==> src/rtl/decoder_periph_regs_pkg.sv <==
// Shared constants for the decoder peripheral register block: register offsets,
// CTRL/IFG bit positions and the power sequencer state encoding.
package decoder_periph_regs_pkg;

  localparam logic [1:0] REG_CTRL = 2'd0;
  localparam logic [1:0] REG_STAT = 2'd1;
  localparam logic [1:0] REG_IFG  = 2'd2;
  localparam logic [1:0] REG_IE   = 2'd3;

  localparam int CTRL_W       = 4;
  localparam int CTRL_EN      = 0;
  localparam int CTRL_FREQ_LO = 1;
  localparam int CTRL_FREQ_HI = 2;
  localparam int CTRL_DIS_DF  = 3;

  localparam int IFG_W     = 3;
  localparam int IFG_PIC   = 0;
  localparam int IFG_SLICE = 1;
  localparam int IFG_TMO   = 2;

  localparam logic [1:0] PWR_OFF   = 2'd0;
  localparam logic [1:0] PWR_WAKE  = 2'd1;
  localparam logic [1:0] PWR_ON    = 2'd2;
  localparam logic [1:0] PWR_DRAIN = 2'd3;

  typedef struct packed {
    logic       dis_df;
    logic [1:0] freq;
    logic       en;
  } ctrl_t;

  function automatic logic pwr_is_up(input logic [1:0] st);
    return (st == PWR_ON) || (st == PWR_DRAIN);
  endfunction

endpackage

==> src/rtl/decoder_periph_regs_chan.sv <==
// One decoder channel's register set: CTRL, IE, W1C IFG and the input edge
// detectors feeding IFG, plus its slice of the read mux.
module decoder_periph_chan
  import decoder_periph_regs_pkg::*;
(
  input  logic        clk,
  input  logic        reset,
  input  logic        wr_en_i,
  input  logic [1:0]  reg_sel_i,
  input  logic [3:0]  wdata_i,
  input  logic [5:0]  pic_num_i,
  input  logic        slice_hdr_i,
  input  logic        busy_i,
  input  logic        tmo_evt_i,
  output logic [15:0] rd_data_o,
  output logic [3:0]  ctrl_o,
  output logic        irq_req_o
);

  ctrl_t            ctrl_q, ctrl_d;
  logic [IFG_W-1:0] ie_q, ie_d;
  logic [IFG_W-1:0] ifg_q, ifg_d;
  logic [IFG_W-1:0] evt;
  logic [5:0]       pic_q;
  logic             slice_q;
  logic             hist_vld_q;

  always_comb begin
    ctrl_d = ctrl_q;
    ie_d   = ie_q;
    if (wr_en_i && (reg_sel_i == REG_CTRL)) ctrl_d = ctrl_t'(wdata_i);
    if (wr_en_i && (reg_sel_i == REG_IE))   ie_d   = wdata_i[IFG_W-1:0];

    // History is only trusted once it has captured one real sample after reset.
    evt            = '0;
    evt[IFG_PIC]   = hist_vld_q && (pic_num_i != pic_q);
    evt[IFG_SLICE] = hist_vld_q && slice_hdr_i && !slice_q;
    evt[IFG_TMO]   = tmo_evt_i;

    ifg_d = ifg_q;
    if (wr_en_i && (reg_sel_i == REG_IFG)) ifg_d = ifg_q & ~wdata_i[IFG_W-1:0];
    ifg_d = ifg_d | evt;
  end

  always_ff @(posedge clk) begin
    if (reset) begin
      ctrl_q     <= '0;
      ie_q       <= '0;
      ifg_q      <= '0;
      pic_q      <= '0;
      slice_q    <= 1'b0;
      hist_vld_q <= 1'b0;
    end else begin
      ctrl_q     <= ctrl_d;
      ie_q       <= ie_d;
      ifg_q      <= ifg_d;
      pic_q      <= pic_num_i;
      slice_q    <= slice_hdr_i;
      hist_vld_q <= 1'b1;
    end
  end

  always_comb begin
    rd_data_o = '0;
    case (reg_sel_i)
      REG_CTRL: rd_data_o[CTRL_W-1:0] = ctrl_q;
      REG_STAT: rd_data_o = {slice_hdr_i, busy_i, 8'b0, pic_num_i};
      REG_IFG:  rd_data_o[IFG_W-1:0] = ifg_q;
      default:  rd_data_o[IFG_W-1:0] = ie_q;
    endcase
  end

  assign ctrl_o    = ctrl_q;
  assign irq_req_o = |(ifg_q & ie_q);

endmodule

==> src/rtl/decoder_periph_regs.sv <==
// Decoder peripheral register block: address decode, per-channel register
// sets and the power sequencer that gates the per-core resets.
module decoder_periph_regs
  import decoder_periph_regs_pkg::*;
#(
  parameter logic [14:0] BASE_ADDR = 15'h0190,
  parameter int          NUM_CH    = 2,
  parameter int          RST_HOLD  = 16,
  parameter int          DRAIN_MAX = 1024
) (
  input  logic                  clk,
  input  logic                  reset,
  input  logic [13:0]           per_addr,
  input  logic [15:0]           per_din,
  input  logic                  per_en,
  input  logic [1:0]            per_we,
  output logic [15:0]           per_dout,
  input  logic                  power_control,
  output logic                  power_ack,
  input  logic [NUM_CH-1:0]     core_busy,
  input  logic [6*NUM_CH-1:0]   core_pic_num,
  input  logic [NUM_CH-1:0]     core_slice_hdr,
  output logic [NUM_CH-1:0]     core_rst,
  output logic [2*NUM_CH-1:0]   core_freq_ctrl,
  output logic [NUM_CH-1:0]     core_disable_df,
  output logic                  irq
);

  localparam int          CH_LOG2    = $clog2(NUM_CH);
  localparam int          IDX_W      = (CH_LOG2 == 0) ? 1 : CH_LOG2;
  localparam logic [15:0] HOLD_LAST  = 16'(RST_HOLD - 1);
  localparam logic [15:0] DRAIN_LAST = 16'(DRAIN_MAX - 1);

  logic             blk_sel;
  logic             wr_req;
  logic [IDX_W-1:0] chan_idx;
  logic [1:0]       reg_sel;
  logic             unused_din;

  assign blk_sel    = per_en && (per_addr[13:CH_LOG2+2] == BASE_ADDR[14:CH_LOG2+3]);
  assign wr_req     = blk_sel && (per_we != 2'b00);
  // With a single channel the index field is empty; masking pins it to zero.
  assign chan_idx   = per_addr[IDX_W+1:2] & IDX_W'(NUM_CH - 1);
  assign reg_sel    = per_addr[1:0];
  assign unused_din = ^per_din[15:CTRL_W];

  logic [1:0]  pwr_q, pwr_d;
  logic [15:0] cnt_q, cnt_d;
  logic        drain_tmo;
  logic        pwr_up;

  assign drain_tmo = (pwr_q == PWR_DRAIN) && (core_busy != '0) && (cnt_q == DRAIN_LAST);
  assign pwr_up    = pwr_is_up(pwr_q);

  always_comb begin
    pwr_d = pwr_q;
    cnt_d = cnt_q;
    case (pwr_q)
      PWR_OFF: begin
        if (power_control) begin
          pwr_d = PWR_WAKE;
          cnt_d = '0;
        end
      end
      PWR_WAKE: begin
        if (!power_control) begin
          pwr_d = PWR_OFF;
          cnt_d = '0;
        end else if (cnt_q == HOLD_LAST) begin
          pwr_d = PWR_ON;
          cnt_d = '0;
        end else begin
          cnt_d = cnt_q + 16'd1;
        end
      end
      PWR_ON: begin
        if (!power_control) begin
          pwr_d = PWR_DRAIN;
          cnt_d = '0;
        end
      end
      default: begin
        // A renewed power request cannot abort the drain; only idle or timeout ends it.
        if ((core_busy == '0) || drain_tmo) begin
          pwr_d = PWR_OFF;
          cnt_d = '0;
        end else begin
          cnt_d = cnt_q + 16'd1;
        end
      end
    endcase
  end

  always_ff @(posedge clk) begin
    if (reset) begin
      pwr_q <= PWR_OFF;
      cnt_q <= '0;
    end else begin
      pwr_q <= pwr_d;
      cnt_q <= cnt_d;
    end
  end

  logic [15:0]       chan_rd [NUM_CH];
  logic [NUM_CH-1:0] chan_irq;

  genvar gi;
  generate
    for (gi = 0; gi < NUM_CH; gi++) begin : g_chan
      logic [3:0] ctrl;

      decoder_periph_chan u_chan (
        .clk         (clk),
        .reset       (reset),
        .wr_en_i     (wr_req && (chan_idx == IDX_W'(gi))),
        .reg_sel_i   (reg_sel),
        .wdata_i     (per_din[CTRL_W-1:0]),
        .pic_num_i   (core_pic_num[6*gi +: 6]),
        .slice_hdr_i (core_slice_hdr[gi]),
        .busy_i      (core_busy[gi]),
        .tmo_evt_i   (drain_tmo && core_busy[gi]),
        .rd_data_o   (chan_rd[gi]),
        .ctrl_o      (ctrl),
        .irq_req_o   (chan_irq[gi])
      );

      assign core_rst[gi]            = reset || !(pwr_up && ctrl[CTRL_EN]);
      assign core_freq_ctrl[2*gi +: 2] = reset ? 2'b00 : ctrl[CTRL_FREQ_HI:CTRL_FREQ_LO];
      assign core_disable_df[gi]     = !reset && ctrl[CTRL_DIS_DF];
    end
  endgenerate

  assign per_dout  = blk_sel ? chan_rd[chan_idx] : 16'h0000;
  assign power_ack = pwr_up && !reset;

  logic irq_q;

  always_ff @(posedge clk) begin
    if (reset) irq_q <= 1'b0;
    else       irq_q <= |chan_irq;
  end

  assign irq = irq_q;

endmodule

==> config.mk <==
export PLATFORM = sky130hd
export DESIGN_NAME = decoder_periph_regs
export DESIGN_NICKNAME = d
export VERILOG_FILES = /design/src/rtl/decoder_periph_regs_pkg.sv /design/src/rtl/decoder_periph_regs_chan.sv /design/src/rtl/decoder_periph_regs.sv
export SDC_FILE = /design/constraint.sdc
export NUM_CORES = 1
export LEC_CHECK = 0
export BUFFER_PORTS_ARGS = -buffer_cell sky130_fd_sc_hd__buf_2
export CAP_MARGIN = 10
export CORE_MARGIN = 2
export CORE_UTILIZATION = 50
export DETAILED_ROUTE_END_ITERATION = 10
export GPL_TIMING_DRIVEN = 0
export PLACE_DENSITY_LB_ADDON = 0.05
export REMOVE_ABC_BUFFERS = 1
export SYNTH_ARGS = -nofsm -noshare
export SYNTH_HDL_FRONTEND = slang
export SYNTH_HIERARCHICAL = 1
export SYNTH_SLANG_ARGS = --single-unit
==> constraint.sdc <==
create_clock -name clk -period 2.3 [get_ports clk]
set_input_delay 0 -clock clk [delete_from_list [all_inputs] [get_ports clk]]
set_output_delay 0 -clock clk [all_outputs]
set_load 0.02 [all_outputs]
## After elaboration in Yosys (flattened, before gate mapping)

Index checks and enable logic that the tools add are counted.

- Register bits: 54
- Input bits: 52
- Output and inout port bits: 26
- Word-level logic and storage cells: 113

- $add $sub $neg: 1
- Order comparisons: 1
- Equal/unequal tests: 14
- Multiplexer cells: 27
- Bitwise operators: 9
- Reduce and logical (&&, ||, !) cells: 43

Operators by type and width:

| kind | count |
|---|---|
| $mux W16 | 9 |
| $pmux W16 S3 | 1 |
| $logic_and A1 B1 Y1 | 25 |
| $mux W12 | 2 |
| $pmux W3 S3 | 2 |
| $add A16 B1 Y16 const B | 1 |
| $eq A16 B10 Y1 const B | 1 |
| $eq A16 B4 Y1 const B | 1 |
| $mux W2 | 7 |
| $and A3 B3 Y3 | 4 |
| $ne A6 B6 Y1 | 2 |
| $eq A11 B5 Y1 const B | 1 |
| $eq A2 B2 Y1 const B | 4 |
| $logic_not A2 Y1 | 3 |
| $mux W3 | 2 |
| $or A3 B3 Y3 | 2 |
| $pmux W2 S3 | 1 |
| $reduce_or A6 Y1 | 1 |
| $logic_not A1 Y1 | 5 |
| $eq A2 B1 Y1 const B | 2 |
| $logic_or A1 B1 Y1 | 4 |
| $ne A2 B2 Y1 const B | 2 |
| $pmux W1 S2 | 2 |
| $reduce_and A4 Y1 | 1 |
| other kinds (9) | 10 |

## Longest topological paths before layout

Gate-level depths: netlist (run 1).

- Depth in word-level cells: 7
- Depth in mapped cells: 8

## Cells and area by module

Netlist (run 1), hierarchy kept.

By module, submodules not included:

| module | instances | cells an instance | area each (sq um) |
|---|---|---|---|
| decoder_periph_chan | 2 | 84 | 884.6 |
| decoder_periph_regs | 1 | 179 | 1391.3 |

## Least setup slack after synthesis (run 1)

No wires, ideal clock.

- Path kind: input port to flip-flop
- Start point: input port per_addr[2]
- End point: register g_chan[1].u_chan.ctrl_q (netlist bit g_chan[1].u_chan/ctrl_o[0])
- Arrival: 1.685 ns
- Data required time: 2.172 ns
- Setup slack: 0.488 ns
- Stages on the path: 6
- Path buffers: 2
- Cell sequence: buf_2 buf_1 nor3b_1 nor3b_4 mux2i_1 nor2_1

- Word-level cells in the longest chain between the ends: 2

Ends and longest elaborated chain:

| element | line | RTL |
|---|---|---|
| start: declaration | decoder_periph_regs.sv:13 | `input logic [13:0] per_addr,` |
| $logic_and A1 B1 Y1 | decoder_periph_regs.sv:115 | `.wr_en_i (wr_req && (chan_idx == IDX_W'(gi))),` |
| $logic_and A1 B1 Y1 | decoder_periph_regs_chan.sv:31 | `if (wr_en_i && (reg_sel_i == REG_CTRL)) ctrl_d = ctrl_t'(wdata_i);` |
| end signal: assignment | decoder_periph_regs_chan.sv:54 | `ctrl_q <= ctrl_d;` |
| end: declaration | decoder_periph_regs_chan.sv:20 | `ctrl_t ctrl_q, ctrl_d;` |

No other way between the ends.
A chain may end at the register's enable or synchronous reset.

## Worst setup path after layout (run 1)

- Start point: input port per_addr[4]
- End point: register g_chan[0].u_chan.ctrl_q (netlist bit g_chan[0].u_chan/ctrl_o[1])

- Word-level cells in the longest chain between the ends: 5

Ends and longest elaborated chain:

| element | line | RTL |
|---|---|---|
| $eq A11 B5 Y1 | decoder_periph_regs.sv:40 | `assign blk_sel = per_en && (per_addr[13:CH_LOG2+2] == BASE_ADDR[14:CH_LOG2+3]);` |
| $logic_and A1 B1 Y1 | decoder_periph_regs.sv:40 |  |
| $logic_and A1 B1 Y1 | decoder_periph_regs.sv:41 | `assign wr_req = blk_sel && (per_we != 2'b00);` |
| $logic_and A1 B1 Y1 | decoder_periph_regs.sv:115 |  |
| $logic_and A1 B1 Y1 | decoder_periph_regs_chan.sv:31 |  |
| end signal: assignment | decoder_periph_regs_chan.sv:54 |  |
| end: declaration | decoder_periph_regs_chan.sv:20 |  |

No other way between the ends.

==> results of run 1 <==
-- registers in the layout, summed over array words and instances (netlist names) --
| signal | count |
|---|---|
| g_chan.u_chan/ctrl_o | 8 |
| g_chan.u_chan/hist_vld_q | 2 |
| g_chan.u_chan/pic_q | 12 |
| irq | 1 |
| g_chan.u_chan/ie_q | 6 |
| g_chan.u_chan/ifg_q | 6 |
| pwr_q | 2 |
| cnt_q | 16 |
| g_chan.u_chan/slice_q | 2 |
-- repair_timing --
action                                  in CTS  in global routing
hold endpoints to repair                    17                  0
endpoints found under the setup margin       0                 12
hold buffers                                15                  0
-- cell type report --
type,instances,share of cell area [%]
Multi-Input combinational cell,270,51.4
Timing Repair Buffer,73,12.2
Inverter,4,0.410
Sequential cell,55,30.1
Clock inverter,2,1.06
Tap cell,75,2.56
Clock buffer,6,2.26
-- logic make-up after synthesis --
group	after synthesis	share of synthesized area (%)
AOI/OAI and AO/OA	29	6.53
DFF	55	34.8
other	2	0.238
buffers and inverters	36	7.24
adders and majority gates	1	0.396
xor gates and xnor gates	16	4.43
and+or+nand+nor	168	30.6
muxes	40	15.8
-- power breakdown --
part	leakage (nW)	total (mW)	switching, mW	internal (mW)
sequential	0.449	0.987	0.0132	0.974
clock	0.0618	0.675	0.316	0.358
combinational	1.04	0.216	0.113	0.104
-- routing by layer --
layer  share of wire [%]  GRT usage [%]
met1                  45           25.5
met2                  50           34.0
met3                 4.1           3.66
met4                 1.0           4.25
met5                   0              0
-- final timing paths --
kind                                   from  slack [ps]                    endpoint
setup / recovery                per_addr[4]         120  g_chan[0].u_chan/ctrl_o[1]
hold / removal                   per_din[2]          30  g_chan[1].u_chan/ctrl_o[2]
setup reg to reg                   cnt_q[0]         330                    cnt_q[9]
hold reg to reg   g_chan[1].u_chan/ifg_q[1]         490   g_chan[1].u_chan/ifg_q[1]
-- worst register-to-register path, cell delays in order (launching register included) --
cell and delay [ps]:
dfxtp_1 400, ha_1 200, and3_1 310, nand4_1 210, a22oi_2 450, or4_1 190, a31oi_1 70
-- cell usage after synthesis, drive strengths merged, types with 2 or more instances --
cell type and instances:
a211oi 5, a21oi 6, a222oi 2, a22oi 2, a31oi 11, and2 10
and2b 2, and3 2, and4 3, buf 25, clkbuf 7, conb 2
dfxtp 55, inv 4, mux2i 34, mux4 6, nand2 22, nand3 16
nand3b 7, nand4 4, nand4b 6, nor2 49, nor2b 21, nor3 2
nor3b 3, nor4 6, nor4bb 3, or3 8, or4 2, xnor2 2
xor2 14
-- stage by stage --
step | cell area (sq um) | instances | worst slack [ps] | total power [mW]
6_report | 3660 | 485 | 122 | 1.88
3_3_place_gp | 3380 | 461 | -211 | 1.20
3_5_place_dp | 3380 | 461 | -296 | 1.20
4_1_cts | 3650 | 484 | 50.0 | 1.90
5_1_grt | 3660 | 485 | -149 | 1.96
2_1_floorplan | 3000 | 329 | 449 | 1.10
==> results.json, run 1 <==
{
  "worstRegToRegCells": 6,
  "drc": 0,
  "port_buffers": 57,
  "fin_crit_ps": 2180,
  "hold_depth": 3,
  "yosysTopAreaCellShare_pct": 34.8,
  "arrival_ps": 2340,
  "cts_buffer_depth": 2,
  "cts_buffers": 5,
  "die_w_microns": 83.5,
  "track_usage_pct": 19.6,
  "fin_crit_sh_pct": 94.7,
  "area_delta_synth_final_pct": 15.8,
  "synth_area_leaders": "dfxtp_1 (35%), mux2i_1 (11%), nor2_1 (5.8%)",
  "cpLargestDelayFamily": "simple AND/OR/NAND/NOR gates",
  "routedWlPerCell_microns": 14.1,
  "ys.flop_type": "dfxtp_1",
  "dieArea_sq_um": 6970,
  "seq_area_sq_um": 1100,
  "clock.fmax_ghz": 0.459,
  "grt_overflow": 0,
  "globalplace.congestion": 0.816,
  "worstMarginPinSlew_ps": 1070,
  "seq_area_frac_synth_pct": 34.8,
  "cts_sinks": 55,
  "cp-start-kind": "primary input",
  "setup_viol": 0,
  "multi_input_area_sq_um": 1880,
  "syn_area_per_cell_sq_um": 9.11,
  "max_cap_viol_count": 0,
  "ctsResizeCount": 0,
  "clock_skew_ps": 7.32,
  "grt_max_degree": 62,
  "async_flop_share_pct": 0,
  "yosys_warnings": 6,
  "via_per_inst": 5.42,
  "drtPass1Iterations": 5,
  "cp.depth": 7,
  "ir_drop_uv": 267,
  "synth_edf_count": 0,
  "final_common_cell": "buf_2",
  "ant_nets": 0,
  "nets": 462,
  "rsz0062_at_grt": "yes",
  "power_density_nw_per_um2": 513,
  "utilization_pct": 60.8,
  "endpoint_kind": "flop",
  "io_pins": 78,
  "cts_root_buf": "clkbuf_8",
  "start_util_pct": 52.5,
  "first_iter_violations": 117,
  "critical_path_class": "primary input to flop",
  "outcome": "finished, final reports clean",
  "post_cts_buffers": 0,
  "grt_pass1_vias": 2473,
  "worst-path-buf-inv": 1,
  "clk-insertion-delay-late_ps": 310,
  "path_cells": "buf_2 > nor4bb_1 > nand3_1 > nor3_1 > nor3b_4 > mux2i_1 > nor2_1",
  "drive_gt1_share_pct": 18.5,
  "synth_area_sq_um": 3160,
  "cts.htree.levels": 2,
  "fp-row-count": 28,
  "synth_area_leader_cell": "dfxtp_1",
  "fp.coreArea_sq_um": 6030,
  "wirelength_microns": 6820,
  "num_antenna_cells": 0,
  "path_max_fanout": 18,
  "leakage_nw": 1.55,
  "clk_pin_slew_ps": 100,
  "fin_tns_setup_ps": 0,
  "die_height_microns": 83.5,
  "hold_path_class": "primary input to flop",
  "fin_hold_ws_ps": 32.7,
  "crit_required_ps": 2460,
  "antenna_found_initial": 0,
  "dp_hpwl_microns": 4760,
  "layout_common_cells": "buf_2 (57), dfxtp_1 (55), nor2_1 (49)",
  "grt_first_pass_wirelength_microns": 11500,
  "cts_tree": "done",
  "hold_viol": 0,
  "max_stage_delay_ps": 680,
  "drv_slew": 0,
  "slew-limit-headroom_pct": 28.8,
  "fillers": 552,
  "synth.distinct_cells": 44,
  "synth_cells": 347,
  "vias": 2628,
  "crit_slowest_cell": "nor3_1",
  "synth-seq-cells": 55
}
Power figures use the tool's default switching activity.
==> inputs of run 2 (changes only) <==
- CORE_MARGIN: 2 -> 5
- PLACE_DENSITY: unset -> 0.86
- PLACE_DENSITY_LB_ADDON: 0.05 -> unset
==> run 2 against run 1 <==
Clock skew up 2.3 ps. Die area up 15%. Maximum frequency up 5.6%. Setup slack better by 120 ps. Largest power group unchanged. Non-clock buffer count unchanged. Utilization down 2.5 points. Sequential cell count unchanged. Routed wire length up 9.6%. Via count up 2.4%.
==> results.json, run 2 (synthesis results as in run 1) <==
{
  "dieArea_sq_um": 8010,
  "track_usage_pct": 18.9,
  "vias": 2692,
  "io_pins": 78,
  "cts_root_buf": "clkbuf_8",
  "nets": 462,
  "worstMarginPinSlew_ps": 1080,
  "fin_ws_ps": 237,
  "wirelength_microns": 7470,
  "clock_skew_ps": 9.62,
  "num_antenna_cells": 0,
  "cp-start-kind": "primary input",
  "fp-row-count": 29,
  "via_per_inst": 5.53,
  "path_cells": "buf_2 > nor4bb_1 > nand3_1 > nor3b_2 > nor3b_4 > mux2i_1 > nor2_1",
  "fillers": 527,
  "layout_common_cells": "buf_2 (57), dfxtp_1 (55), nor2_1 (49)",
  "internal-power_mw": 1.29,
  "combPwrFrac_pct": 12.7,
  "power_mw": 1.73,
  "reg2reg_to": "cnt_q[3]",
  "grt_pass1_vias": 2615,
  "die_height_microns": 89.5,
  "crit_required_ps": 2460,
  "drive_gt1_share_pct": 18.8,
  "drtPass1Iterations": 4,
  "cts_buffer_depth": 2,
  "switching_power_mw": 0.439,
  "worst-path-buf-inv": 1,
  "ir_drop_uv": 338,
  "arrival_ps": 2220,
  "placedInstanceArea_sq_um": 3380,
  "ant_nets": 0,
  "rsz0062_at_grt": "no",
  "leakage_nw": 1.53,
  "grt_max_degree": 62,
  "crit_end": "g_chan[1].u_chan/ctrl_o[3]",
  "clock.fmax_ghz": 0.485,
  "slew-limit-headroom_pct": 28.1,
  "startpoint": "per_addr[8]",
  "crit_slowest_cell": "nor3b_2",
  "dp.cells": 463,
  "swShare_pct": 25.4,
  "hold_path_class": "primary input to flop",
  "max_cap_viol_count": 0,
  "largest-register": "cnt_q",
  "r2r_slack_ps": 300,
  "cts_sinks": 55,
  "grt_first_pass_wirelength_microns": 11900,
  "worstRegToRegCells": 6,
  "largest_reg_flops": 16,
  "max_stage_delay_ps": 580,
  "cp.depth": 7,
  "design_area_sq_um": 3630,
  "cts.htree.levels": 2,
  "globalplace.congestion": 0.825,
  "dp_hpwl_microns": 5190,
  "post_cts_buffers": 0,
  "first_iter_violations": 190,
  "rr_startpoint": "cnt_q[1]",
  "holdCritStartpoint": "per_din[1]",
  "start_util_pct": 50.6,
  "dp_worst_setup_slack_ps": -231,
  "cpLargestDelayFamily": "simple AND/OR/NAND/NOR gates",
  "clk-insertion-delay-late_ps": 310,
  "fin_tns_setup_ps": 0,
  "multi_input_area_sq_um": 1890,
  "endpoint_kind": "flop",
  "drc": 0,
  "die_w_microns": 89.5,
  "fin_crit_sh_pct": 89.7,
  "cts_buffers": 5,
  "routedWlPerCell_microns": 15.3,
  "grt_overflow": 0,
  "seq_area_sq_um": 1100,
  "path_max_fanout": 18,
  "utilization_pct": 58.2,
  "critical_path_class": "primary input to flop",
  "hold_viol": 0,
  "clk_pin_slew_ps": 100,
  "power_frac_seq_pct": 57.1,
  "outcome": "finished, final reports clean",
  "fin_hold_ws_ps": 17.6,
  "final_common_cell": "buf_2",
  "drv_slew": 0,
  "setup_viol": 0,
  "power_density_nw_per_um2": 476,
  "area_delta_synth_final_pct": 15.0,
  "fin_crit_ps": 2060,
  "fin_cells": 487,
  "cts_tree": "done",
  "fp.coreArea_sq_um": 6240,
  "port_buffers": 57,
  "antenna_found_initial": 0,
  "clkPwrFrac_pct": 30.2
}
## run 2: final cells by class
cell class / instances / area share [%]
multi-input cells: 270 / 52.1
inverters: 4 / 0.413
repair buffers: 73 / 12.2
well taps: 77 / 2.65
clock buffers: 6 / 2.00
flip-flops and latches: 55 / 30.3
clock inverters: 2 / 0.344
## run 2: power by group through the flow
stage / logic [mW] / clock network [mW] / registers (mW)
after floorplan: 0.0948 / 0 / 1.01
after global placement: 0.186 / 0 / 1.01
after detailed placement: 0.192 / 0 / 1.01
after CTS: 0.213 / 0.541 / 0.988
after global routing: 0.239 / 0.582 / 0.992
final: 0.219 / 0.522 / 0.988
## run 2: per-layer routing
layer  vias to the layer above  global-route usage [%]  part of all wire, %
met5                         -                       0                    0
met4                         0                    5.14                  1.5
met3                        11                    3.87                  7.6
met2                        90                    33.2                   48
met1                      1263                    23.4                   43
li1                       1328                       -                    -
## run 2: worst min-delay path by stage
stage	cells past startpoint	slack, ps	to
floorplan	1	60	g_chan[0].u_chan/hist_vld_q
global placement	2	260	g_chan[0].u_chan/slice_q
detailed placement	2	260	g_chan[0].u_chan/slice_q
CTS	3	20	g_chan[1].u_chan/ie_q[2]
global route	3	30	g_chan[1].u_chan/ie_q[1]
finish	3	20	g_chan[1].u_chan/ie_q[1]
## run 2: worst min-delay path, stage by stage
cell,delay [ps]
buf_2,140
mux2i_1,80
nor2_1,70
## run 2: what timing repair did
action	CTS	global route
setup endpoints to repair	0	7
hold buffers	15	0
gates resized for setup	0	2
endpoints found under the hold margin	18	0
==> inputs of run 3 (changes only) <==
- PLACE_DENSITY: 0.86 -> 0.87
- SYNTH_HIERARCHICAL: 1 -> unset
==> run 3 against run 2 <==
Setup slack lost 130 ps. Clock-buffer cell count decreased by 1. Highest routed layer unchanged. Critical endpoint is now cnt_q[14]. Routed wire length is 8.3% lower. Global-route usage is essentially flat. Non-clock buffer count increased by 5. Maximum frequency decreased by 6.0%. Die area shrank 8.7%. Critical path type is now flop to flop. Largest power group unchanged.
==> results.json, run 3 <==
{
  "outcome": "finished, final reports clean",
  "path_cells": "ha_1 > or4b_4 > nor4_4 > nor3b_1 > o21ai_2 > buf_4 > nor2_1",
  "synth-seq-cells": 54,
  "max_stage_delay_ps": 530,
  "synth_area_leaders": "dfxtp_1 (38%), mux2i_1 (6.7%), nor2b_1 (5.3%)",
  "largest_reg_flops": 16,
  "leakage_nw": 1.31,
  "critical_path_class": "flop to flop",
  "grt_overflow": 0,
  "holdCritStartpoint": "per_din[1]",
  "nets": 437,
  "path_max_fanout": 7,
  "hold_path_class": "primary input to flop",
  "ys.flop_type": "dfxtp_1",
  "seq_area_sq_um": 1080,
  "yosysTopAreaCellShare_pct": 37.9,
  "synth_edf_count": 0,
  "yosys_warnings": 0,
  "grt_max_degree": 49,
  "drtPass1Iterations": 4,
  "drive_gt1_share_pct": 22.6,
  "synth_cells": 311,
  "via_per_inst": 5.51,
  "max_cap_viol_count": 0,
  "synth_common_cells": "dfxtp_1 (54), nor2_1 (39), nand2_1 (25), nor2b_1 (24), mux2i_1 (19)",
  "largest-register": "cnt_q",
  "final_common_cell": "buf_2",
  "worstMarginPinSlew_ps": 822,
  "port_buffers": 57,
  "routedWlPerCell_microns": 15.0,
  "drv_slew": 0,
  "cpLargestDelayFamily": "simple AND/OR/NAND/NOR gates",
  "fp.coreArea_sq_um": 5540,
  "cts_root_buf": "clkbuf_8",
  "fin_tns_setup_ps": 0,
  "synth_area_leader_cell": "dfxtp_1",
  "async_flop_share_pct": 0,
  "multi_input_area_sq_um": 1670,
  "worst-path-buf-inv": 1,
  "fin_crit_sh_pct": 95.5,
  "crit_required_ps": 2510,
  "arrival_ps": 2400,
  "wirelength_microns": 6860,
  "die_height_microns": 85.5,
  "setup_viol": 0,
  "clock_skew_ps": 7.76,
  "first_iter_violations": 190,
  "crit_slowest_cell": "or4b_4",
  "startpoint": "cnt_q[0]",
  "seq_area_frac_synth_pct": 37.9,
  "cts_buffers": 5,
  "endpoint_kind": "flop",
  "fp-row-count": 27,
  "track_usage_pct": 18.8,
  "area_delta_synth_final_pct": 20.9,
  "clk_pin_slew_ps": 110,
  "fillers": 446,
  "fin_crit_ps": 2200,
  "cts_buffer_depth": 2,
  "num_antenna_cells": 0,
  "io_pins": 78,
  "ir_drop_uv": 366,
  "power_density_nw_per_um2": 502,
  "synth_most_common_cell": "dfxtp_1",
  "antenna_found_initial": 0,
  "clock.fmax_ghz": 0.455,
  "rr_startpoint": "cnt_q[0]",
  "cts.htree.levels": 2,
  "dieArea_sq_um": 7310,
  "die_w_microns": 85.5,
  "synth.distinct_cells": 56,
  "dp_hpwl_microns": 4880,
  "ant_nets": 0,
  "power_mw": 1.73,
  "cp-start-kind": "flop",
  "syn_area_per_cell_sq_um": 9.17,
  "layout_common_cells": "buf_2 (57), dfxtp_1 (54), nor2_1 (39)",
  "cts_sinks": 54,
  "drc": 0,
  "vias": 2518,
  "clk-insertion-delay-late_ps": 310,
  "hold_viol": 0,
  "slew-limit-headroom_pct": 45.2,
  "cts_tree": "done",
  "synth_area_sq_um": 2850,
  "globalplace.congestion": 0.895,
  "grt_pass1_vias": 2503,
  "grt_first_pass_wirelength_microns": 11200,
  "start_util_pct": 51.5
}
[run 3: cell count changes after synthesis, sizes merged, moves of 8 or more]
cell	previous run	this run
a31oi	11	1
nand3	16	7
xnor2	2	16
mux2i	34	19
o21ai	0	8
nor2	49	40
buf	25	11
[run 3: kinds of logic after synthesis]
family	Yosys count	synth area share, %
AND/OR/NAND/NOR	140	28.4
flip-flops	54	37.9
AO/OA/AOI/OAI	40	10.2
buffers and inverters	27	4.91
XOR/XNOR	24	7.37
multiplexers	24	10.6
adder cells (fa/ha/maj)	1	0.439
other	1	0.132
[run 3: cell type report]
cell class                 count  share of cell area (%)
inverter                       8                   0.871
multi-input combinational    237                    48.4
tap                           72                    2.61
clock inverter                 3                   0.690
clock buffer                   5                    2.00
sequential                    54                    31.4
timing repair buffer          78                    14.1
[run 3: per-stage QoR]
step	hold slack, ps	cell area, sq um	setup slack [ps]	cells	utilization, %
3_5_place_dp	263	3140	-190	428	56.7
5_1_grt	34.2	3450	-3.34	457	62.2
3_3_place_gp	253	3140	-149	428	56.7
2_1_floorplan	62.4	2770	152	299	-
4_1_cts	1.77	3420	19.7	455	61.7
6_report	15.6	3450	105	457	62.2
[run 3: final timing paths]
| check | cells after the start | slack [ps] | endpoint |
|---|---|---|---|
| max | 7 | 100 | cnt_q[14] |
| min | 3 | 20 | g_chan[1].u_chan.ctrl_o[1] |
| max reg2reg | 7 | 100 | cnt_q[14] |
| min reg2reg | 2 | 490 | g_chan[1].u_chan.ifg_q[2] |
[run 3: what timing repair did]
| action | in CTS | in global routing |
|---|---|---|
| gates resized for setup | 0 | 1 |
| hold buffers | 17 | 0 |
| endpoints found under the hold margin | 20 | 0 |
| pin swaps | 1 | 2 |
| setup buffers | 2 | 2 |
| setup endpoints to repair | 12 | 17 |
[run 3: metal layers]
| layer | vias to the layer above | global-route usage, % | wire length (microns) |
|---|---|---|---|
| met4 | 0 | 6.62 | 112 |
| met2 | 95 | 34.1 | 3440 |
| li1 | 1229 | - | - |
| met3 | 12 | 4.80 | 589 |
| met5 | - | 0 | 0 |
| met1 | 1182 | 21.3 | 2710 |
[run 3: where the power goes]
group          internal (mW)  switching [mW]  leakage, nW
Clock                  0.218           0.323       0.0408
Sequential             0.956          0.0184        0.441
Combinational         0.0983           0.117        0.825
Total                   1.27           0.458         1.31
[run 3: tightest hold or removal path: cells and delay by family]
kind,cells,cell delay [ps]
buf+inv,1,150
mux,1,90
simple gates,1,70
